$ cat src/rtl/dmac_ctrl_pkg.sv
// Shared types and helpers for the DMA control-port arbiter.
// Request/response bundles plus the requester index width helper.
package dmac_ctrl_pkg;

  localparam int DMAC_ADDR_W = 32;
  localparam int DMAC_DATA_W = 32;
  localparam int DMAC_BE_W   = DMAC_DATA_W / 8;
  localparam int DMAC_ID_W   = 1;

  typedef struct packed {
    logic [DMAC_ADDR_W-1:0] add;
    logic                   wen;
    logic [DMAC_DATA_W-1:0] wdata;
    logic [DMAC_BE_W-1:0]   be;
    logic [DMAC_ID_W-1:0]   id;
  } dmac_req_t;

  typedef struct packed {
    logic [DMAC_DATA_W-1:0] rdata;
    logic                   opc;
    logic [DMAC_ID_W-1:0]   id;
  } dmac_rsp_t;

  function automatic int idx_width(input int n);
    return (n < 2) ? 1 : $clog2(n);
  endfunction

endpackage

$ cat src/rtl/dmac_ctrl_track_fifo.sv
// In-order tracking FIFO of granted requester indices.
// Ports: push/pop/data in; head, full, empty, count out.
module dmac_ctrl_track_fifo
  import dmac_ctrl_pkg::*;
#(
  parameter int DEPTH = 4,
  parameter int W     = 3
) (
  input  logic                   clk_i,
  input  logic                   rst_i,
  input  logic                   push_i,
  input  logic                   pop_i,
  input  logic [W-1:0]           data_i,
  output logic [W-1:0]           head_o,
  output logic                   full_o,
  output logic                   empty_o,
  output logic [$clog2(DEPTH):0] count_o
);

  localparam int PTR_W = $clog2(DEPTH);
  localparam int CNT_W = PTR_W + 1;

  logic [W-1:0]     mem_q [DEPTH];
  logic [W-1:0]     mem_d [DEPTH];
  logic [PTR_W-1:0] wr_q, wr_d;
  logic [PTR_W-1:0] rd_q, rd_d;
  logic [CNT_W-1:0] cnt_q, cnt_d;

  always_comb begin
    mem_d = mem_q;
    wr_d  = wr_q;
    rd_d  = rd_q;
    cnt_d = cnt_q;
    if (push_i) begin
      mem_d[wr_q] = data_i;
      wr_d        = wr_q + 1'b1;
    end
    if (pop_i) begin
      rd_d = rd_q + 1'b1;
    end
    case ({push_i, pop_i})
      2'b10:   cnt_d = cnt_q + 1'b1;
      2'b01:   cnt_d = cnt_q - 1'b1;
      default: cnt_d = cnt_q;
    endcase
  end

  always_ff @(posedge clk_i) begin
    if (rst_i) begin
      wr_q  <= '0;
      rd_q  <= '0;
      cnt_q <= '0;
    end else begin
      wr_q  <= wr_d;
      rd_q  <= rd_d;
      cnt_q <= cnt_d;
    end
  end

  // Storage needs no reset: entries are only read below count.
  always_ff @(posedge clk_i) begin
    mem_q <= mem_d;
  end

  assign head_o  = mem_q[rd_q];
  assign full_o  = (cnt_q == CNT_W'(DEPTH));
  assign empty_o = (cnt_q == '0);
  assign count_o = cnt_q;

endmodule

$ cat src/rtl/dmac_ctrl_arbiter.sv
// Round-robin arbiter sharing one DMA control port among NB_REQ
// requesters; responses routed back in order via tracking FIFO.
module dmac_ctrl_arbiter
  import dmac_ctrl_pkg::*;
#(
  parameter int NB_REQ          = 8,
  parameter int ADDR_WIDTH      = DMAC_ADDR_W,
  parameter int DATA_WIDTH      = DMAC_DATA_W,
  parameter int BE_WIDTH        = DATA_WIDTH / 8,
  parameter int ID_WIDTH        = DMAC_ID_W,
  parameter int MAX_OUTSTANDING = 4
) (
  input  logic                         clk_i,
  input  logic                         rst_i,
  input  logic [NB_REQ-1:0]            req_i,
  input  logic [NB_REQ*ADDR_WIDTH-1:0] add_i,
  input  logic [NB_REQ-1:0]            wen_i,
  input  logic [NB_REQ*DATA_WIDTH-1:0] wdata_i,
  input  logic [NB_REQ*BE_WIDTH-1:0]   be_i,
  input  logic [NB_REQ*ID_WIDTH-1:0]   id_i,
  output logic [NB_REQ-1:0]            gnt_o,
  output logic [NB_REQ-1:0]            r_valid_o,
  output logic [DATA_WIDTH-1:0]        r_rdata_o,
  output logic                         r_opc_o,
  output logic [ID_WIDTH-1:0]          r_id_o,
  output logic                         m_req_o,
  output logic [ADDR_WIDTH-1:0]        m_add_o,
  output logic                         m_wen_o,
  output logic [DATA_WIDTH-1:0]        m_wdata_o,
  output logic [BE_WIDTH-1:0]          m_be_o,
  output logic [ID_WIDTH-1:0]          m_id_o,
  input  logic                         m_gnt_i,
  input  logic                         m_r_valid_i,
  input  logic [DATA_WIDTH-1:0]        m_r_rdata_i,
  input  logic                         m_r_opc_i,
  input  logic [ID_WIDTH-1:0]          m_r_id_i,
  output logic                         busy_o,
  output logic                         err_o
);

  localparam int IDX_W = idx_width(NB_REQ);
  localparam int CNT_W = $clog2(MAX_OUTSTANDING) + 1;

  logic [IDX_W-1:0] rr_q, rr_d;
  logic             err_q, err_d;
  logic [IDX_W-1:0] win;
  logic             any;
  logic             pop;
  logic             can_push;
  logic             m_req;
  logic             accept;
  logic [IDX_W-1:0] head;
  logic             full;
  logic             empty;
  logic [CNT_W-1:0] count;
  dmac_req_t        win_req;
  dmac_rsp_t        rsp;

  // First asserted request at or above rr_q, wrapping to 0.
  always_comb begin
    int j;
    win = '0;
    any = 1'b0;
    j   = 0;
    for (int k = 0; k < NB_REQ; k++) begin
      j = int'(rr_q) + k;
      if (j >= NB_REQ) j = j - NB_REQ;
      if (!any && req_i[j]) begin
        any = 1'b1;
        win = IDX_W'(j);
      end
    end
  end

  always_comb begin
    win_req.add   = add_i[int'(win)*ADDR_WIDTH +: ADDR_WIDTH];
    win_req.wen   = wen_i[win];
    win_req.wdata = wdata_i[int'(win)*DATA_WIDTH +: DATA_WIDTH];
    win_req.be    = be_i[int'(win)*BE_WIDTH +: BE_WIDTH];
    win_req.id    = id_i[int'(win)*ID_WIDTH +: ID_WIDTH];
  end

  assign rsp.rdata = m_r_rdata_i;
  assign rsp.opc   = m_r_opc_i;
  assign rsp.id    = m_r_id_i;

  // A pop in the same cycle frees the slot a full FIFO needs.
  assign pop      = m_r_valid_i & ~empty & ~rst_i;
  assign can_push = ~full | pop;
  assign m_req    = any & can_push & ~rst_i;
  assign accept   = m_req & m_gnt_i;

  always_comb begin
    rr_d = rr_q;
    if (accept) begin
      rr_d = (win == IDX_W'(NB_REQ - 1)) ? '0 : win + 1'b1;
    end
  end

  // Stray response: nothing tracked to route it to.
  assign err_d = err_q | (m_r_valid_i & empty);

  always_ff @(posedge clk_i) begin
    if (rst_i) begin
      rr_q  <= '0;
      err_q <= 1'b0;
    end else begin
      rr_q  <= rr_d;
      err_q <= err_d;
    end
  end

  dmac_ctrl_track_fifo #(
    .DEPTH (MAX_OUTSTANDING),
    .W     (IDX_W)
  ) u_fifo (
    .clk_i   (clk_i),
    .rst_i   (rst_i),
    .push_i  (accept),
    .pop_i   (pop),
    .data_i  (win),
    .head_o  (head),
    .full_o  (full),
    .empty_o (empty),
    .count_o (count)
  );

  always_comb begin
    gnt_o     = '0;
    m_req_o   = m_req;
    m_add_o   = '0;
    m_wen_o   = 1'b0;
    m_wdata_o = '0;
    m_be_o    = '0;
    m_id_o    = '0;
    if (accept) gnt_o[win] = 1'b1;
    if (m_req) begin
      m_add_o   = win_req.add;
      m_wen_o   = win_req.wen;
      m_wdata_o = win_req.wdata;
      m_be_o    = win_req.be;
      m_id_o    = win_req.id;
    end
  end

  always_comb begin
    r_valid_o = '0;
    r_rdata_o = '0;
    r_opc_o   = 1'b0;
    r_id_o    = '0;
    if (pop) begin
      r_valid_o[head] = 1'b1;
      r_rdata_o       = rsp.rdata;
      r_opc_o         = rsp.opc;
      r_id_o          = rsp.id;
    end
  end

  assign busy_o = (count != '0) & ~rst_i;
  assign err_o  = err_q & ~rst_i;

endmodule

$ cat config.mk
export PLATFORM = sky130hd
export DESIGN_NAME = dmac_ctrl_arbiter
export DESIGN_NICKNAME = d
export VERILOG_FILES = /design/src/rtl/dmac_ctrl_pkg.sv /design/src/rtl/dmac_ctrl_track_fifo.sv /design/src/rtl/dmac_ctrl_arbiter.sv
export SDC_FILE = /design/constraint.sdc
export NUM_CORES = 1
export LEC_CHECK = 0
export ABC_CLOCK_PERIOD_IN_PS = 4900
export BUFFER_PORTS_ARGS = -buffer_cell sky130_fd_sc_hd__buf_2
export CAP_MARGIN = 20
export CORE_AREA = 4 4 281 283
export CTS_CLUSTER_SIZE = 30
export DETAILED_ROUTE_END_ITERATION = 16
export DIE_AREA = 0 0 285 287
export PLACE_DENSITY = 0.32
export SYNTH_ARGS = -nofsm -noshare
export SYNTH_HDL_FRONTEND = slang
export SYNTH_SLANG_ARGS = --single-unit
$ cat constraint.sdc
create_clock -name clk_i -period 4.9 [get_ports clk_i]
set_clock_uncertainty 0.15 [all_clocks]
set_input_delay 0.98 -clock clk_i [delete_from_list [all_inputs] [get_ports clk_i]]
set_output_delay 0.98 -clock clk_i [all_outputs]
set_load 0.02 [all_outputs]
Yosys cells after proc, flatten, opt, wreduce, memory -nomap -nowiden
Cells that the tools add are included.
{ "word_totals": {"regBits": 23, "in_bits": 606, "output_inout_bits": 123, "word_cells": 167} }
{ "op_classes": {"addsub": 20, "magnitude_cmp": 23, "eq_ne": 4, "n_shift": 4, "mux": 72, "bitwise": 15, "reduce_logical": 20} }
{ "ops": {"columns": ["op", "n"], "rows": [
  ["indexed part select 256 x 9 -> 32 bit", 2],
  ["2-to-1 mux 32 bit", 11],
  ["< comparator 32 x 5 -> 1 bit (second input constant)", 8],
  ["2-to-1 mux 3 bit", 12],
  ["subtractor 4 x 4 -> 5 bit (second input constant)", 7],
  ["indexed part select 32 x 6 -> 4 bit", 1],
  ["2-to-1 mux 1 bit", 31],
  ["greater-or-equal comparator 4 bit (second input constant)", 7],
  ["binary-select mux 1 bit (select 3 bit)", 9],
  ["adder 3 x 3 -> 4 bit (second input constant)", 4],
  ["2-to-1 mux 8 bit", 2],
  ["bitwise mux 12 bit", 1],
  ["logical AND 1 bit", 10],
  ["adder 3 x 2 -> 4 bit (second input constant)", 2],
  ["AND 1 bit", 8],
  ["< comparator 3 x 4 -> 1 bit (second input constant)", 2],
  ["indexed part select 8 x 4 -> 1 bit", 1],
  ["logical NOT 1 bit", 7],
  ["adder 3 x 1 -> 3 bit (second input constant)", 2],
  ["binary-select mux 3 bit (select 2 bit)", 1],
  ["demux 1 bit (select 3 bit)", 2],
  ["demux 3 bit (select 2 bit)", 1],
  ["== test 3 bit (second input constant)", 2],
  ["greater-or-equal comparator 3 x 1 -> 1 bit (second input constant)", 2],
  ["17 further kinds", 23]
]} }

Depth between registers and ports, before layout
{ "logic_depth": {"ltp_word": 32, "ltp_mapped": 19, "mapped_depth_nobuf": 15} }

Modules after synthesis
From an unflattened synthesis, not the netlist that was laid out.
{ "hier_totals": {"cells_unflattened": 1180, "hier_area_um2": 9022.4} }
{ "by_module_without_submodules": {"columns": ["mod", "instances", "cells_each", "area_per_inst_um2", "seq_area_each_um2"], "rows": [
  ["dmac_ctrl_arbiter", 1, 1121, 8196.6, 80.1],
  ["dmac_ctrl_track_fifo", 1, 59, 825.8, 500.5]
]} }

Worst setup path before layout
No wires, ideal clock.
{ "synth_timing": {"path_type": "reg-to-output", "startpoint": "reg rr_q[0]", "endpoint": "out gnt_o[1]", "arrival_time_ps": 3982, "t_required_ps": 3770, "setup_slack_ps": -212, "path_stages_with_launch": 15, "n_path_buf": 6, "path_cell_list": "dfxtp_1 -> buf_2 -> inv_1 -> buf_1 -> ha_1 -> buf_2 -> buf_2 -> mux4_2 -> mux2_2 -> or4_1 -> a41o_1 -> a21o_1 -> buf_2 -> buf_2 -> nor3_1"} }
{ "synth_via": {"elab_chain_len": 32, "word_cells_on_any_way": 94, "classes_between": "add/sub: 15; order compare: 10; mux: 51; bitwise: 3; reduce/logical: 15"} }
{ "synth_lines": {"columns": ["element", "line_no", "rtl"], "rows": [
  ["from (decl)", "dmac_ctrl_arbiter.sv:44", "logic [IDX_W-1:0] rr_q, rr_d;"],
  ["from (signal assigned)", "dmac_ctrl_arbiter.sv:108", "rr_q <= rr_d;"],
  ["parallel branches: the longest is 26 deep, another holds subtractor 4 x 4 -> 5 bit", null, null],
  ["2-to-1 mux 3 bit *", "dmac_ctrl_arbiter.sv:68", "if (!any && req_i[j]) begin"],
  ["via u_fifo.data_i[1]", "dmac_ctrl_track_fifo.sv:13", "input logic [W-1:0] data_i,"],
  ["< comparator 3 x 4 -> 1 bit (implied by the code) / greater-or-equal comparator 3 x 1 -> 1 bit (equally long branches)", "dmac_ctrl_arbiter.sv:136", "if (accept) gnt_o[win] = 1'b1;"],
  ["logical AND 1 bit (implied by the code)", "dmac_ctrl_arbiter.sv:136", null],
  ["2-to-1 mux 1 bit (implied by the code)", "dmac_ctrl_arbiter.sv:136", null],
  ["demux 1 bit (select 3 bit) *", "dmac_ctrl_arbiter.sv:136", null],
  ["2-to-1 mux 8 bit *", "dmac_ctrl_arbiter.sv:136", null],
  ["to (decl)", "dmac_ctrl_arbiter.sv:21", "output logic [NB_REQ-1:0] gnt_o,"]
]} }
Mark *: on every way through the listed nets, which the timed path passes. The select of a mux whose other input is x is not followed.

Worst setup path after layout
{ "layout_timing": {"startpoint": "in req_i[3]", "endpoint": "out m_wdata_o[5]"} }
{ "layout_via": {"elab_chain_len": 28, "word_cells_on_any_way": 58, "classes_between": "shift: 1; mux: 41; bitwise: 2; reduce/logical: 14"} }
{ "layout_lines": {"columns": ["element", "line_no", "rtl"], "rows": [
  ["from (decl)", "dmac_ctrl_arbiter.sv:15", "input logic [NB_REQ-1:0] req_i,"],
  ["parallel branches: the longest is 27 deep, another holds binary-select mux 1 bit (select 3 bit)", null, null],
  ["2-to-1 mux 32 bit *", "dmac_ctrl_arbiter.sv:137", "if (m_req) begin"],
  ["to (decl)", "dmac_ctrl_arbiter.sv:29", "output logic [DATA_WIDTH-1:0] m_wdata_o,"]
]} }
Mark *: on every way between the ends. The select of a mux whose other input is x is not followed.

==> results by group <==
Outcome
  – Run status: finished with violations
  – Failing checks: negative setup slack

Finish
  – Layout cell share with drive strength beyond 1: 0.7835
  – Final core occ: 0.2234
  – Fin nets: 2394
  – Area growth from synthesis to layout: 122.5%
  – Fillers: 8463

Synth
  – Cell area after synthesis: 7701 sq um
  – Mapped Nets: 1532
  – Synth Flop Type: edfxtp_1
  – Synth warn: 0
  – Synth Register Bits: 23
  – Mean Syn Cell Area: 8.398 sq um
  – Synth cell types: 61
  – Register area share after synthesis: 0.07539
  – Cells after Synth: 917
  – EDFF count, synth: 12
  – Async SR Flop Fraction: 0

Setup path
  – Worst setup EP type: output pin
  – CP max FO: 8
  – Crit path launch type: input pin
  – CP bufs+invs: 4
  – Crit Path Class: input pin to output pin
  – Crit-path slowest cell: mux4_2
  – Cell family with most CP delay: multiplexers
  – Sequence of cells on the critical path: buf_8 > mux4_2 > mux2_4 > or4_1 > a41o_1 > buf_4 > a21o_4 > nand2b_4 > clkbuf_16 > o2111ai_2 > buf_6
  – Critical path's largest stage delay: 520 ps
  – CP arrival: 3970 ps
  – Critical path required time: 3770 ps

GRT
  – Vias in the first global route: 12023
  – Initial antenna violation count: 20
  – First-pass GRT wire length: 83.30 mm
  – Overflow after GRT: 0
  – Pin count of the biggest net entering global routing: 46
  – Total GRT Usage: 0.1368

Placed design
  – Number of port buffers: 728
  – Global placement routability congestion: 0.9498
  – Post-detail-place hpwl: 48.48 mm

Floorplanning
  – Core area: 76700 sq um
  – I/O pins: 729
  – Die area: 81800 sq um
  – Initial Utilization: 0.1004
  – Die Ht: 287 microns
  – Chip width: 285 microns
  – Std-Cell Rows: 102

Clock network
  – Clock slew at reported path FFs: 60 ps
  – Total CTS buffers: 3
  – Clk_lat worst skew: 250 ps
  – Num Clock Sinks: 23
  – Root buf cell: clkbuf_16
  – CTS Buffer Depth: 2
  – CTS tree: done
  – H-tree levels: 1
  – Cts hold-fix bufs: 0

Drt
  – Wire length per cell: 22.14 microns
  – Drt drc: 0
  – DR pass1 iterations: 4
  – Post-detailed-routing wire length: 62.57 mm
  – DRT antenna net count: 0
  – Vias per cell: 4.005
  – Initial drt markers: 439
  – Vias: 11319

Power
  – PD cells: 540.3 nW/um^2
  – Leakage power: 7.707 nW
  – Worst VDD drop: 0.2233 mV

STA
  – RSZ-0062 raised after global routing: yes
  – Min cycle time layout: 5096 ps
  – FMAX: 0.1962 GHz
  – Hold Fails Final Rpt: 0
  – Final period util: 1.040
  – Final setup margin: -196.3 ps
  – Worst Max-Slew Pin Slew: 685.2 ps
  – Final setup violation count: 72
  – Hold WS: 320.5 ps
  – Slew HR: 0.5368
  – Fin. max-slew vios: 0

Job
  – Max cap viols: 0

Min path
  – Hold Crit Class: flip-flop to flip-flop
kinds of logic after synthesis:
kind of cell | Yosys count | synth area share
flops | 23 | 0.07539
xor+xnor | 10 | 0.01137
simple gates | 338 | 0.2392
buf+inv | 116 | 0.07132
mux | 311 | 0.4625
fa+ha+maj | 9 | 0.01560
compound gates | 110 | 0.1246
flip-flops by register name, summed over array words and instances (netlist names):
| register | flops |
|---|---|
| u_fifo.count_o | 3 |
| err_q | 1 |
| u_fifo.wr_q | 2 |
| u_fifo.rd_q | 2 |
| u_fifo.mem_q | 12 |
| rr_q | 3 |
per-layer routing:
layer | wire [microns] | vias up | GRT usage
li1 | - | 5313 | -
met1 | 24360 | 5449 | 0.1576
met2 | 33460 | 488 | 0.2680
met3 | 3861 | 63 | 0.02641
met4 | 856 | 6 | 0.01485
met5 | 36 | - | 0
synthesized netlist by cell type, drive strengths merged, types with 2 or more instances:
cell type    n  share of area
nand2b       8         0.0075
o2111ai     71          0.086
nor2        25          0.013
buf         63          0.045
and2         6         0.0049
xnor2        4         0.0045
o21ai        3         0.0019
nand2       17         0.0083
a21oi       12         0.0078
nand4        2         0.0016
a32oi        2         0.0042
edfxtp      12          0.047
ha           8          0.013
clkbuf      42          0.020
mux2       219           0.32
nor2b        4         0.0032
o211ai       2         0.0019
mux4        14          0.041
xor2         6         0.0068
nand3      187           0.12
nor4         4         0.0049
mux2i       78           0.10
o21a         2         0.0019
inv         10         0.0049
dfxtp       11          0.029
a31oi        5         0.0041
and3        41          0.033
nor3         5         0.0032
nand3b      33          0.032
what timing repair did:
| action | 4_1_cts | 5_1_grt |
|---|---|---|
| endpoints found under the setup margin | 79 | 79 |
| gates cloned | 17 | 8 |
| pin swaps | 23 | 37 |
| resized for setup | 303 | 173 |
| buffers inserted | 51 | 19 |
report_power, final:
part           switching (W)  internal [W]  leakage, nW
logic                0.00415       0.00467         7.47
registers          0.0000208      0.000236        0.202
clock network      0.0000634      0.000111       0.0382
total                0.00424       0.00502         7.71
worst paths after layout:
kind | startpoint | endpoint | slack (ps) | cells after the start
min reg2reg | err_q | err_q | 320 | 2
max | req_i[3] | m_wdata_o[5] | -200 | 11
max reg2reg | rr_q[0] | u_fifo.count_o[2] | 450 | 19
min | err_q | err_q | 320 | 2
cell type report:
type                    count  area (sq um)  share of cell area
flip-flops and latches     23         586.8             0.03425
clock buffers               4         78.83            0.004601
well taps                1040          1301             0.07595
multi-input cells         778          8031              0.4687
inverters                  11         45.04            0.002629
diodes                      8         20.02            0.001168
repair buffers            962          7071              0.4127
metrics by stage:
step / setup TNS [ps] / cells / setup WS [ps] / instance area [sq um] / total power (W)
floorplan: -708.0 / 917 / -24.91 / 8008 / 0.003773
global placement: -20930 / 2724 / -384.4 / 13850 / 0.006197
detailed placement: -20790 / 2724 / -414.1 / 13850 / 0.006176
CTS: -14750 / 2796 / -255.2 / 16070 / 0.008551
global route: -21010 / 2821 / -328.8 / 17120 / 0.009774
finish: -10960 / 2826 / -196.3 / 17130 / 0.009257
cells in the final DEF (no fill, tap or decap), drive strengths merged, types with 10 or more instances in the layout:
| cell | instances |
|---|---|
| nand3b | 33 |
| o2111ai | 71 |
| edfxtp | 12 |
| a21oi | 12 |
| mux2i | 78 |
| nand2 | 17 |
| buf | 954 |
| dfxtp | 11 |
| inv | 10 |
| clkbuf | 11 |
| nor2 | 25 |
| and3 | 41 |
| mux2 | 219 |
| mux4 | 14 |
| nand3 | 187 |
worst reg2reg max path: stages, from the launching register on:
cell      delay (ps)
dfxtp_4          370
inv_4             40
ha_4             300
buf_6            120
mux2_4           320
mux4_2           570
a31oi_2          250
nor2b_1          210
buf_4            140
a311oi_4         100
buf_4            210
and2_0           190
clkinv_2         120
buf_4            120
ha_1             150
inv_1             60
fa_1             370
xor2_1           160
or3_1            300
a21oi_1          130
Power figures use the tool's default switching activity.
